<file path="config.mk">
export PLATFORM = sky130hd
export DESIGN_NAME = spi_host_master
export DESIGN_NICKNAME = d
export VERILOG_FILES = /design/src/rtl/spi_host_master.sv
export SDC_FILE = /design/constraint.sdc
export NUM_CORES = 1
export LEC_CHECK = 0
export CORE_MARGIN = 3
export CORE_UTILIZATION = 60
export CTS_CLUSTER_SIZE = 14
export DETAILED_ROUTE_END_ITERATION = 12
export PLACE_DENSITY = 0.9
export SYNTH_ARGS = -nofsm -noshare
export SYNTH_HDL_FRONTEND = slang
export SYNTH_SLANG_ARGS = --single-unit
</file>
<file path="constraint.sdc">
create_clock -name clk -period 6.2 [get_ports clk]
set_input_delay 0.62 -clock clk [delete_from_list [all_inputs] [get_ports clk]]
set_output_delay 0.62 -clock clk [all_outputs]
set_load 0.02 [all_outputs]
</file>
<file path="src/rtl/spi_host_master.sv">
// SPI mode-0 host master: after reset sends a one-byte 0x11 init frame, then turns each
// accepted command into a 4-byte LSB-first frame and reports MISO bytes 1 and 2.
module spi_host_master #(
    parameter int CLK_DIV   = 4,
    parameter int BYTE_GAP  = 64,
    parameter int FRAME_GAP = 16
) (
    input  logic       clk,
    input  logic       rst,
    input  logic       cmd_valid,
    output logic       cmd_ready,
    input  logic [7:0] cmd_op,
    input  logic [7:0] cmd_payload,
    output logic       rsp_valid,
    output logic [7:0] rsp_status,
    output logic [7:0] rsp_data,
    output logic       init_done,
    output logic       spi_sck,
    output logic       spi_ss,
    output logic       spi_mosi,
    input  logic       spi_miso
);

    localparam int GAP_MAX = (BYTE_GAP > FRAME_GAP) ? BYTE_GAP : FRAME_GAP;
    localparam int CNT_MAX = (GAP_MAX > CLK_DIV) ? GAP_MAX : CLK_DIV;
    localparam int CW      = $clog2(CNT_MAX + 1);

    localparam logic [CW-1:0] DIV_LOAD = CW'(CLK_DIV - 1);
    localparam logic [CW-1:0] BG_LOAD  = CW'(BYTE_GAP - 1);
    localparam logic [CW-1:0] FG_LOAD  = CW'(FRAME_GAP - 1);
    // The synchroniser delays MISO by two clocks, so the value present at the SCK
    // rising edge reaches miso_s2_q two cycles into the high phase.
    localparam logic [CW-1:0] SAMPLE_AT = CW'(CLK_DIV - 2);

    typedef enum logic [2:0] {
        INIT_LOAD,
        IDLE,
        SS_SETUP,
        SHIFT,
        BYTE_GAP_WAIT,
        FRAME_END,
        FRAME_GAP_WAIT
    } state_e;

    state_e        state_q;
    logic [CW-1:0] cnt_q;
    logic [2:0]    bit_q;
    logic [1:0]    byte_q;
    logic [1:0]    last_byte_q;
    logic [31:0]   tx_q;
    logic [23:0]   rx_q;
    logic          init_frame_q;
    logic          miso_s1_q, miso_s2_q;
    logic          sck_q, ss_q, mosi_q;
    logic          ready_q, rsp_valid_q, init_done_q;
    logic [7:0]    status_q, data_q;

    always_ff @(posedge clk or posedge rst) begin
        if (rst) begin
            miso_s1_q <= 1'b0;
            miso_s2_q <= 1'b0;
        end else begin
            miso_s1_q <= spi_miso;
            miso_s2_q <= miso_s1_q;
        end
    end

    // NOTE: every register here uses <= so all next-state values are computed from
    // the same pre-edge snapshot; blocking writes would leak updates into later reads.
    always_ff @(posedge clk or posedge rst) begin
        if (rst) begin
            state_q      <= INIT_LOAD;
            cnt_q        <= '0;
            bit_q        <= '0;
            byte_q       <= '0;
            last_byte_q  <= '0;
            tx_q         <= '0;
            rx_q         <= '0;
            init_frame_q <= 1'b0;
            sck_q        <= 1'b0;
            ss_q         <= 1'b1;
            mosi_q       <= 1'b0;
            ready_q      <= 1'b0;
            rsp_valid_q  <= 1'b0;
            init_done_q  <= 1'b0;
            status_q     <= '0;
            data_q       <= '0;
        end else begin
            rsp_valid_q <= 1'b0;
            case (state_q)
                INIT_LOAD: begin
                    tx_q         <= 32'h0000_0011;
                    mosi_q       <= 1'b1;
                    last_byte_q  <= 2'd0;
                    byte_q       <= 2'd0;
                    init_frame_q <= 1'b1;
                    ss_q         <= 1'b0;
                    cnt_q        <= DIV_LOAD;
                    state_q      <= SS_SETUP;
                end
                IDLE: begin
                    if (cmd_valid && ready_q) begin
                        tx_q         <= {16'h0000, cmd_payload, cmd_op};
                        mosi_q       <= cmd_op[0];
                        last_byte_q  <= 2'd3;
                        byte_q       <= 2'd0;
                        init_frame_q <= 1'b0;
                        ready_q      <= 1'b0;
                        ss_q         <= 1'b0;
                        cnt_q        <= DIV_LOAD;
                        state_q      <= SS_SETUP;
                    end
                end
                SS_SETUP: begin
                    if (cnt_q != '0) begin
                        cnt_q <= cnt_q - CW'(1);
                    end else begin
                        bit_q   <= '0;
                        cnt_q   <= DIV_LOAD;
                        state_q <= SHIFT;
                    end
                end
                SHIFT: begin
                    if (sck_q && cnt_q == SAMPLE_AT) begin
                        rx_q <= {miso_s2_q, rx_q[23:1]};
                    end
                    if (cnt_q != '0) begin
                        cnt_q <= cnt_q - CW'(1);
                    end else if (!sck_q) begin
                        sck_q <= 1'b1;
                        cnt_q <= DIV_LOAD;
                    end else begin
                        // Falling edge: MOSI advances so the next bit is stable well before its rise.
                        sck_q  <= 1'b0;
                        tx_q   <= tx_q >> 1;
                        mosi_q <= tx_q[1];
                        bit_q  <= bit_q + 3'd1;
                        if (bit_q != 3'd7) begin
                            cnt_q <= DIV_LOAD;
                        end else if (byte_q == last_byte_q) begin
                            cnt_q   <= DIV_LOAD;
                            state_q <= FRAME_END;
                        end else begin
                            byte_q  <= byte_q + 2'd1;
                            cnt_q   <= BG_LOAD;
                            state_q <= BYTE_GAP_WAIT;
                        end
                    end
                end
                BYTE_GAP_WAIT: begin
                    if (cnt_q != '0) begin
                        cnt_q <= cnt_q - CW'(1);
                    end else begin
                        cnt_q   <= DIV_LOAD;
                        state_q <= SHIFT;
                    end
                end
                FRAME_END: begin
                    if (cnt_q != '0) begin
                        cnt_q <= cnt_q - CW'(1);
                    end else begin
                        ss_q    <= 1'b1;
                        cnt_q   <= FG_LOAD;
                        state_q <= FRAME_GAP_WAIT;
                        if (!init_frame_q) begin
                            rsp_valid_q <= 1'b1;
                            status_q    <= rx_q[7:0];
                            data_q      <= rx_q[15:8];
                        end
                    end
                end
                FRAME_GAP_WAIT: begin
                    if (cnt_q != '0) begin
                        cnt_q <= cnt_q - CW'(1);
                    end else begin
                        init_done_q <= 1'b1;
                        ready_q     <= 1'b1;
                        state_q     <= IDLE;
                    end
                end
                default: state_q <= INIT_LOAD;
            endcase
        end
    end

    assign cmd_ready  = ready_q;
    assign rsp_valid  = rsp_valid_q;
    assign rsp_status = status_q;
    assign rsp_data   = data_q;
    assign init_done  = init_done_q;
    assign spi_sck    = sck_q;
    assign spi_ss     = ss_q;
    assign spi_mosi   = mosi_q;

endmodule
</file>
* Yosys cells after proc, flatten, opt, wreduce, memory -nomap -nowiden
Index checks and enable logic that the tools add are counted.
** Storage, ports and cells
- Word-level logic and storage cells :: 112
- Output and inout port bits :: 22
- Register bits :: 98
- Input bits :: 20
** Operators by class
- Bitwise logic cells :: 2
- Reductions and logical operators :: 23
- Eq/ne operators :: 19
- Add/subtract/negate cells :: 3
- Muxes and demuxes :: 47
** Operators with widths (count)
- $mux W32 :: 3
- $pmux W32 S3 :: 1
- $pmux W7 S6 :: 1
- $mux W7 :: 5
- $mux W3 :: 10
- $ne A2 B2 Y1 const B :: 10
- $mux W6 :: 3
- $pmux W3 S6 :: 1
- $mux W2 :: 6
- $reduce_and A3 Y1 :: 4
- $mux W1 :: 10
- $eq A3 B3 Y1 const B :: 3
- $reduce_and A2 Y1 :: 4
- $reduce_and A4 Y1 :: 2
- $eq A7 B2 Y1 const B :: 1
- $reduce_and A7 Y1 :: 1
- $reduce_bool A7 Y1 :: 1
- $sub A7 B1 Y7 const B :: 1
- $eq A3 B2 Y1 const B :: 2
- $pmux W1 S3 :: 2
- $pmux W2 S3 :: 1
- $pmux W3 S2 :: 1
- $reduce_and A6 Y1 :: 1
- $reduce_bool A2 Y1 :: 3
- 13 further kinds :: 17

* Logic depth before layout (Yosys ltp)
Gate-level depths: netlist (run 1).
- Depth after elaboration :: 6
- Depth in mapped cells :: 9
- Depth with buffers taken out :: 7

* Worst setup path before layout (run 1)
No wires, ideal clock.
- Path type :: flip-flop to flip-flop
- Start point :: register cnt_q[2]
- End point :: register rx_q[0]
- Arrival :: 2031 ps
- Stages on the path, launching flop included :: 6
- Buffers on the path :: 2
- Clock period less this slack :: 2156 ps
- Setup time :: 125 ps
- Data required time :: 6075 ps
- Path slack :: 4044 ps
- Cells stage by stage :: dfrtp_1 > or4_1 > buf_2 > nor4_4 > buf_6 > mux2_2
** Between the ends
- Longest elaborated chain between the ends :: 3
** RTL lines
- from (decl) :: line 46 : logic [CW-1:0] cnt_q;
- from (signal assigned) :: line 116 : cnt_q <= cnt_q - CW'(1);
- from (signal assigned) :: line 128 : cnt_q <= cnt_q - CW'(1);
- from (signal assigned) :: line 152 : cnt_q <= cnt_q - CW'(1);
- $eq A7 B2 Y1 :: line 124 : if (sck_q && cnt_q == SAMPLE_AT) begin
- $logic_and A1 B1 Y1 :: line 124
- $reduce_and A2 Y1 (no line)
- to (signal assigned) :: line 125 : rx_q <= {miso_s2_q, rx_q[23:1]};
- to (decl) :: line 51 : logic [23:0] rx_q;
No other way between the ends.
A chain may end at the register's enable or synchronous reset.

* Worst setup path after layout (run 1)
- Start point :: register state_q[0]
- End point :: register rx_q[18]
** Between the ends
- Longest elaborated chain between the ends :: 2
** RTL lines
- from (decl) :: line 45 : state_e state_q;
- from (signal assigned) :: line 72 : state_q <= INIT_LOAD;
- from (signal assigned) :: line 99 : state_q <= SS_SETUP;
- from (signal assigned) :: line 111 : state_q <= SS_SETUP;
- $eq A3 B2 Y1 :: line 90 : case (state_q)
- $reduce_and A2 Y1 (no line)
No other way between the ends.

==> results of run 1 <==
-- report_power, final --
| group | leakage (uW) | switching [uW] | total, uW | internal [uW] |
|---|---|---|---|---|
| sequential | 0.00102 | 2.75 | 529 | 527 |
| combinational | 0.000866 | 16.0 | 31.0 | 15.0 |
| clock | 0.000111 | 191 | 421 | 230 |
-- stage by stage --
stage          cell area [um^2]  power [uW]  utilization
2_1_floorplan              3740         553            -
3_3_place_gp               4180         570        0.698
3_5_place_dp               4180         571        0.698
4_1_cts                    4400         990        0.734
5_1_grt                    4400        1020        0.734
6_report                   4400         981        0.734
-- final cells by class --
| class | count | area, um^2 | area share |
|---|---|---|---|
| multi-input cells | 250 | 1610 | 0.367 |
| well taps | 75 | 93.8 | 0.0213 |
| inverters | 8 | 30.0 | 0.00683 |
| clock inverters | 6 | 91.3 | 0.0208 |
| repair buffers | 45 | 440 | 0.100 |
| flip-flops and latches | 80 | 2000 | 0.455 |
| clock buffers | 10 | 128 | 0.0290 |
-- cells in the mapped netlist (2+ instances only) --
| cell | instances | area, um^2 |
|---|---|---|
| nand2_1 | 80 | 300 |
| dfrtp_1 | 79 | 1980 |
| mux2_2 | 24 | 270 |
| mux2i_1 | 16 | 160 |
| clkbuf_1 | 15 | 56.3 |
| nor2_1 | 14 | 52.6 |
| o21ai_0 | 14 | 70.1 |
| o31ai_1 | 13 | 97.6 |
| nand3_1 | 11 | 55.1 |
| inv_1 | 8 | 30.0 |
| a21o_1 | 7 | 52.6 |
| a21oi_1 | 7 | 35.0 |
| ha_1 | 5 | 62.6 |
| nor2b_1 | 5 | 31.3 |
| a22o_1 | 4 | 35.0 |
| nor3_1 | 4 | 20.0 |
| o22ai_1 | 4 | 25.0 |
| nand2b_1 | 3 | 18.8 |
| nand4_1 | 3 | 18.8 |
| or3_1 | 3 | 18.8 |
| a21boi_0 | 2 | 15.0 |
| a31o_2 | 2 | 17.5 |
| a31oi_1 | 2 | 12.5 |
| and2_1 | 2 | 12.5 |
| buf_6 | 2 | 22.5 |
| nand3b_1 | 2 | 15.0 |
| nor4_4 | 2 | 42.5 |
| o311ai_0 | 2 | 17.5 |
| or2_2 | 2 | 12.5 |
-- logic make-up (layout without fill, tap and decap cells) --
family | after synthesis | after routing | synth area share
AO/OA/AOI/OAI | 67 | 67 | 0.123
adder cells (fa/ha/maj) | 5 | 5 | 0.0167
XOR/XNOR | 1 | 1 | 0.00234
buffers and inverters | 28 | 69 | 0.0334
AND/OR/NAND/NOR | 137 | 137 | 0.174
flip-flops | 80 | 80 | 0.535
multiplexers | 40 | 40 | 0.115
-- routing by layer --
layer	global-route usage	wire (um)	up-vias
li1	-	-	1336
met3	0.0563	425	11
met2	0.335	3400	87
met1	0.303	3330	1328
met4	0.0820	115	0
met5	0	0	-
-- sequential cells by signal, indices dropped and copies added (netlist names), 2 cells and up --
| signal | count |
|---|---|
| byte_q | 2 |
| state_q | 3 |
| rx_q | 24 |
| rsp_status | 8 |
| rsp_data | 8 |
| bit_q | 3 |
| tx_q | 16 |
| cnt_q | 7 |
-- worst min path at each step --
stage          startpoint        end  slack, ps  depth (start not counted)
2_1_floorplan   miso_s1_q  miso_s2_q        330                          0
3_3_place_gp    miso_s1_q  miso_s2_q        330                          0
3_5_place_dp    miso_s1_q  miso_s2_q        340                          0
4_1_cts         miso_s1_q  miso_s2_q        360                          0
5_1_grt         miso_s1_q  miso_s2_q        380                          0
6_report        miso_s1_q  miso_s2_q        350                          0
==> results.json, run 1 <==
{
  "cts_tree": "done",
  "fp.dieW_um": 85.0,
  "holdWs_ps": 355,
  "cp.arrival_ps": 2760,
  "regToRegSetupSlack_ps": 3680,
  "routabilityCongestion": 0.910,
  "syn_to_final_growth_pct": 17.6,
  "vias": 2762,
  "status": "completed",
  "final_layout_size_suffix_gt1_frac": 0.135,
  "grt_pass1_wl_um": 12700,
  "yosysSeqAreaShare": 0.535,
  "layout_min_cycle_time_ps": 2520,
  "maxSlewHeadroom": 0.343,
  "grt_max_degree": 81,
  "final_cell_mix": "nand2_1, dfrtp_1, clkdlybuf4s50_1",
  "critPathTopFamily": "simple AND/OR/NAND/NOR gates",
  "antenna_found_initial": 0,
  "io_buffers": 41,
  "crit_cells": 4,
  "async_reset_ff_frac": 1.00,
  "num_antenna_cells": 0,
  "die_h_um": 85.0,
  "ys_ff_latch": 80,
  "syn_area_mm2": 0.00374,
  "grt_pass1_vias": 2773,
  "path_class": "flip-flop to flip-flop",
  "cp-startpoint": "state_q[0]",
  "dp_hpwl_um": 4860,
  "synth_cells": 358,
  "slowest_delay_ps": 770,
  "rsz0062_at_grt": "no",
  "clkSinkCount": 80,
  "clockBufferDepth": 2,
  "htree_levels": 3,
  "synth.distinct_cells": 50,
  "start_util": 0.624,
  "clk_latency_ps": 350,
  "finalSetupTns_ps": 0,
  "ctsResizeCount": 0,
  "layout_commonest_cell": "nand2_1",
  "worst_pin_slew_ps": 985,
  "drt-initial-drc-count": 246,
  "fin_cells": 474,
  "drv_cap": 0,
  "dr.pass1.iters": 7,
  "vias_per_cell": 5.83,
  "reg2reg_depth": 4,
  "setup.worst_path.end": "rx_q[18]",
  "wl_per_cell_um": 15.3,
  "irDropWorstVdd_mv": 0.150,
  "crit_slowest_cell": "dfrtp_1",
  "slew_viol_final": 0,
  "setup_violations": 0,
  "min-delay-path-class": "flip-flop to flip-flop",
  "crit_buf_inv": 1,
  "worst_setup_path_end_kind": "flip-flop",
  "post_cts_buffers": 0,
  "synth_area_per_cell_um2": 10.4,
  "required_ps": 6430,
  "cp_max_fo": 24,
  "ios": 42,
  "ant_nets": 0,
  "cellPowerDensity_mw_per_mm2": 223,
  "reg2reg_to": "rx_q[18]",
  "n_fill_cell": 401,
  "startpoint_type": "flip-flop",
  "path_cells": "nand2b_1 > nor4_4 > buf_4 > mux2_2",
  "track_usage": 0.219,
  "ctsHoldBuffers": 0,
  "drc": 0,
  "finalWorstSetupSlack_ps": 3680,
  "dp.cells": 458,
  "clk_pin_slew_ps": 80,
  "row_count": 28,
  "cts-buffers-inserted": 9,
  "p_leak_uw": 0.00200,
  "synth_fp_nets": 383,
  "hold_viol": 0,
  "cts_root_buf": "clkbuf_8",
  "grt-ovfl-total": 0,
  "fmax_mhz": 397,
  "pre_cts_ws_ps": 3670,
  "fp.coreArea_mm2": 0.00599,
  "wirelength_um": 7270,
  "synth_edf_count": 0,
  "skew_ps": 12.5,
  "yosys_most_used_dff": "dfrtp_1",
  "fin_nets": 419,
  "ys_warn_count": 0,
  "reg2reg_from": "state_q[0]",
  "dieArea_mm2": 0.00722,
  "fin_crit_sh": 0.407
}
(Power assumes the default switching activity.)
==> run 2, diff against run 1 <==
CORE_UTILIZATION = 50   (was 60)
PLACE_DENSITY = 0.81   (was 0.9)
clock period = 2.1 ns   (was 6.2 ns; I/O delays follow)
==> run 2 against run 1 <==
Global-route usage fell by 2.5 points. Design area is 6.0% higher. Flip-flop and latch count unchanged. First-iteration DRC count fell by 26%. Maximum frequency rose by 27%. Critical path depth rose by 4. Sequential power rose to 2.9 times the previous value. Combinational power grew to 3.2 times the previous value. Count of clock-buffer cells in the layout unchanged. Wire length grew 7.2%.
==> results.json, run 2 (synthesized netlist as in run 1, its figures left out) <==
{
  "status": "completed",
  "io_buffers": 41,
  "cellPowerDensity_mw_per_mm2": 612,
  "wirelength_met1_um": 3450,
  "htree_levels": 3,
  "pwr-share-seq": 0.548,
  "switchingPower_uw": 649,
  "setup_violations": 0,
  "irDropWorstVdd_mv": 0.339,
  "antenna_found_initial": 0,
  "maxSlewHeadroom": 0.660,
  "dp.cells": 504,
  "clk_latency_ps": 360,
  "clkSinkCount": 80,
  "fmax_mhz": 505,
  "grt_max_degree": 42,
  "wirelength_um": 7800,
  "final_layout_size_suffix_gt1_frac": 0.191,
  "drt-initial-drc-count": 181,
  "grt_pass1_wl_um": 13200,
  "n_fill_cell": 533,
  "min-delay-path-class": "input port to async pin",
  "fin_cells": 520,
  "row_count": 30,
  "finalSetupTns_ps": 0,
  "track_usage": 0.194,
  "routabilityCongestion": 0.910,
  "ctsHoldBuffers": 0,
  "drc": 0,
  "regMostFlops": "rx_q",
  "power_frac_clock": 0.418,
  "slew_viol_final": 0,
  "placed_area_mm2": 0.00445,
  "worst_setup_path_end_kind": "flip-flop",
  "ant_nets": 0,
  "die_h_um": 92.5,
  "cts_root_buf": "clkbuf_8",
  "power_frac_comb": 0.034,
  "post_cts_buffers": 0,
  "reg.largest.list": "rx_q x24, tx_q x16",
  "skew_ps": 10.5,
  "drv_cap": 0,
  "met2_length_um": 3860,
  "grt-ovfl-total": 0,
  "vias_per_cell": 5.53,
  "dp_hpwl_um": 5510,
  "worst_pin_slew_ps": 510,
  "wl_met3_um": 293,
  "layout_commonest_cell": "nand2_1",
  "hold_viol": 0,
  "postLayoutCellArea_mm2": 0.00466,
  "final_core_util": 0.664,
  "cts_tree": "done",
  "required_ps": 2350,
  "grt_pass1_vias": 2850,
  "dr.pass1.iters": 4,
  "layout_min_cycle_time_ps": 1980,
  "wl_per_cell_um": 15.0,
  "fin_nets": 444,
  "regToRegSetupSlack_ps": 120,
  "holdWs_ps": 180,
  "startpoint_type": "flip-flop",
  "dieArea_mm2": 0.00856,
  "p_leak_uw": 0.00213,
  "fp.coreArea_mm2": 0.00702,
  "fin_crit_sh": 0.943,
  "vias": 2876,
  "p_int_uw": 2200,
  "clk_pin_slew_ps": 90,
  "clockBufferDepth": 2,
  "ios": 42,
  "ctsResizeCount": 0,
  "num_antenna_cells": 0,
  "switching_share": 0.228,
  "cp.arrival_ps": 2230,
  "rsz0062_at_grt": "no",
  "cts-buffers-inserted": 9,
  "syn_to_final_growth_pct": 24.6,
  "start_util": 0.533,
  "fp.dieW_um": 92.5,
  "top_layer_used": "met4",
  "final_cell_mix": "nand2_1, dfrtp_1, clkdlybuf4s50_1",
  "cp_max_fo": 6,
  "largest_reg_flops": 24,
  "path_class": "flip-flop to flip-flop"
}
==> run 2: cell types whose count changed in the layout (fill, tap and decap cells not counted), sizes merged <==
cell and change:
bufinv -1, buf +25, clkinvlp +1
==> run 2: worst paths after layout <==
kind                              to  cells after the start       from
max                         cnt_q[4]                      8   cnt_q[0]
min                        rsp_valid                      2        rst
max reg2reg                 cnt_q[4]                      8   cnt_q[0]
min reg2reg                miso_s2_q                      0  miso_s1_q
max in group asynchronous     spi_ss                      3        rst
min in group clk           miso_s1_q                      1   spi_miso
==> run 2: final cells by class <==
cell class,count,area (um^2),share of cell area
Sequential cell,80,2000,0.430
Multi-Input combinational cell,250,1620,0.347
Timing Repair Buffer,70,678,0.145
Clock buffer,10,138,0.0295
Tap cell,96,120,0.0258
Clock inverter,6,73.8,0.0158
Inverter,8,33.8,0.00724
==> run 2: power by group through the flow <==
| stage | Sequential [uW] | Combinational, uW | Clock (uW) |
|---|---|---|---|
| after floorplan | 1590 | 43.4 | 0 |
| after global routing | 1570 | 110 | 1290 |
| after detailed placement | 1590 | 101 | 0 |
| after global placement | 1590 | 98.3 | 0 |
| final | 1560 | 98.0 | 1190 |
| after CTS | 1560 | 101 | 1210 |
==> run 2: per-layer routing <==
layer / GRT usage / up-vias
met2: 0.312 / 69
met3: 0.0357 / 15
met1: 0.254 / 1412
met5: 0 / -
met4: 0.0891 / 0
li1: - / 1380
==> run 2: worst max-delay path, stage by stage, from the launching register on <==
cell and delay [ps]:
dfrtp_1 420, inv_1 120, ha_1 220, nor2b_1 140, buf_4 160, a21oi_1 140, o22ai_1 200, a21o_1 210
a211o_1 280
==> run 2: per-stage QoR <==
step / setup WS [ps] / power [uW]
6_report: 119 / 2850
5_1_grt: 8.09 / 2970
4_1_cts: 93.3 / 2870
3_5_place_dp: 108 / 1700
3_3_place_gp: 148 / 1690
2_1_floorplan: 43.2 / 1630
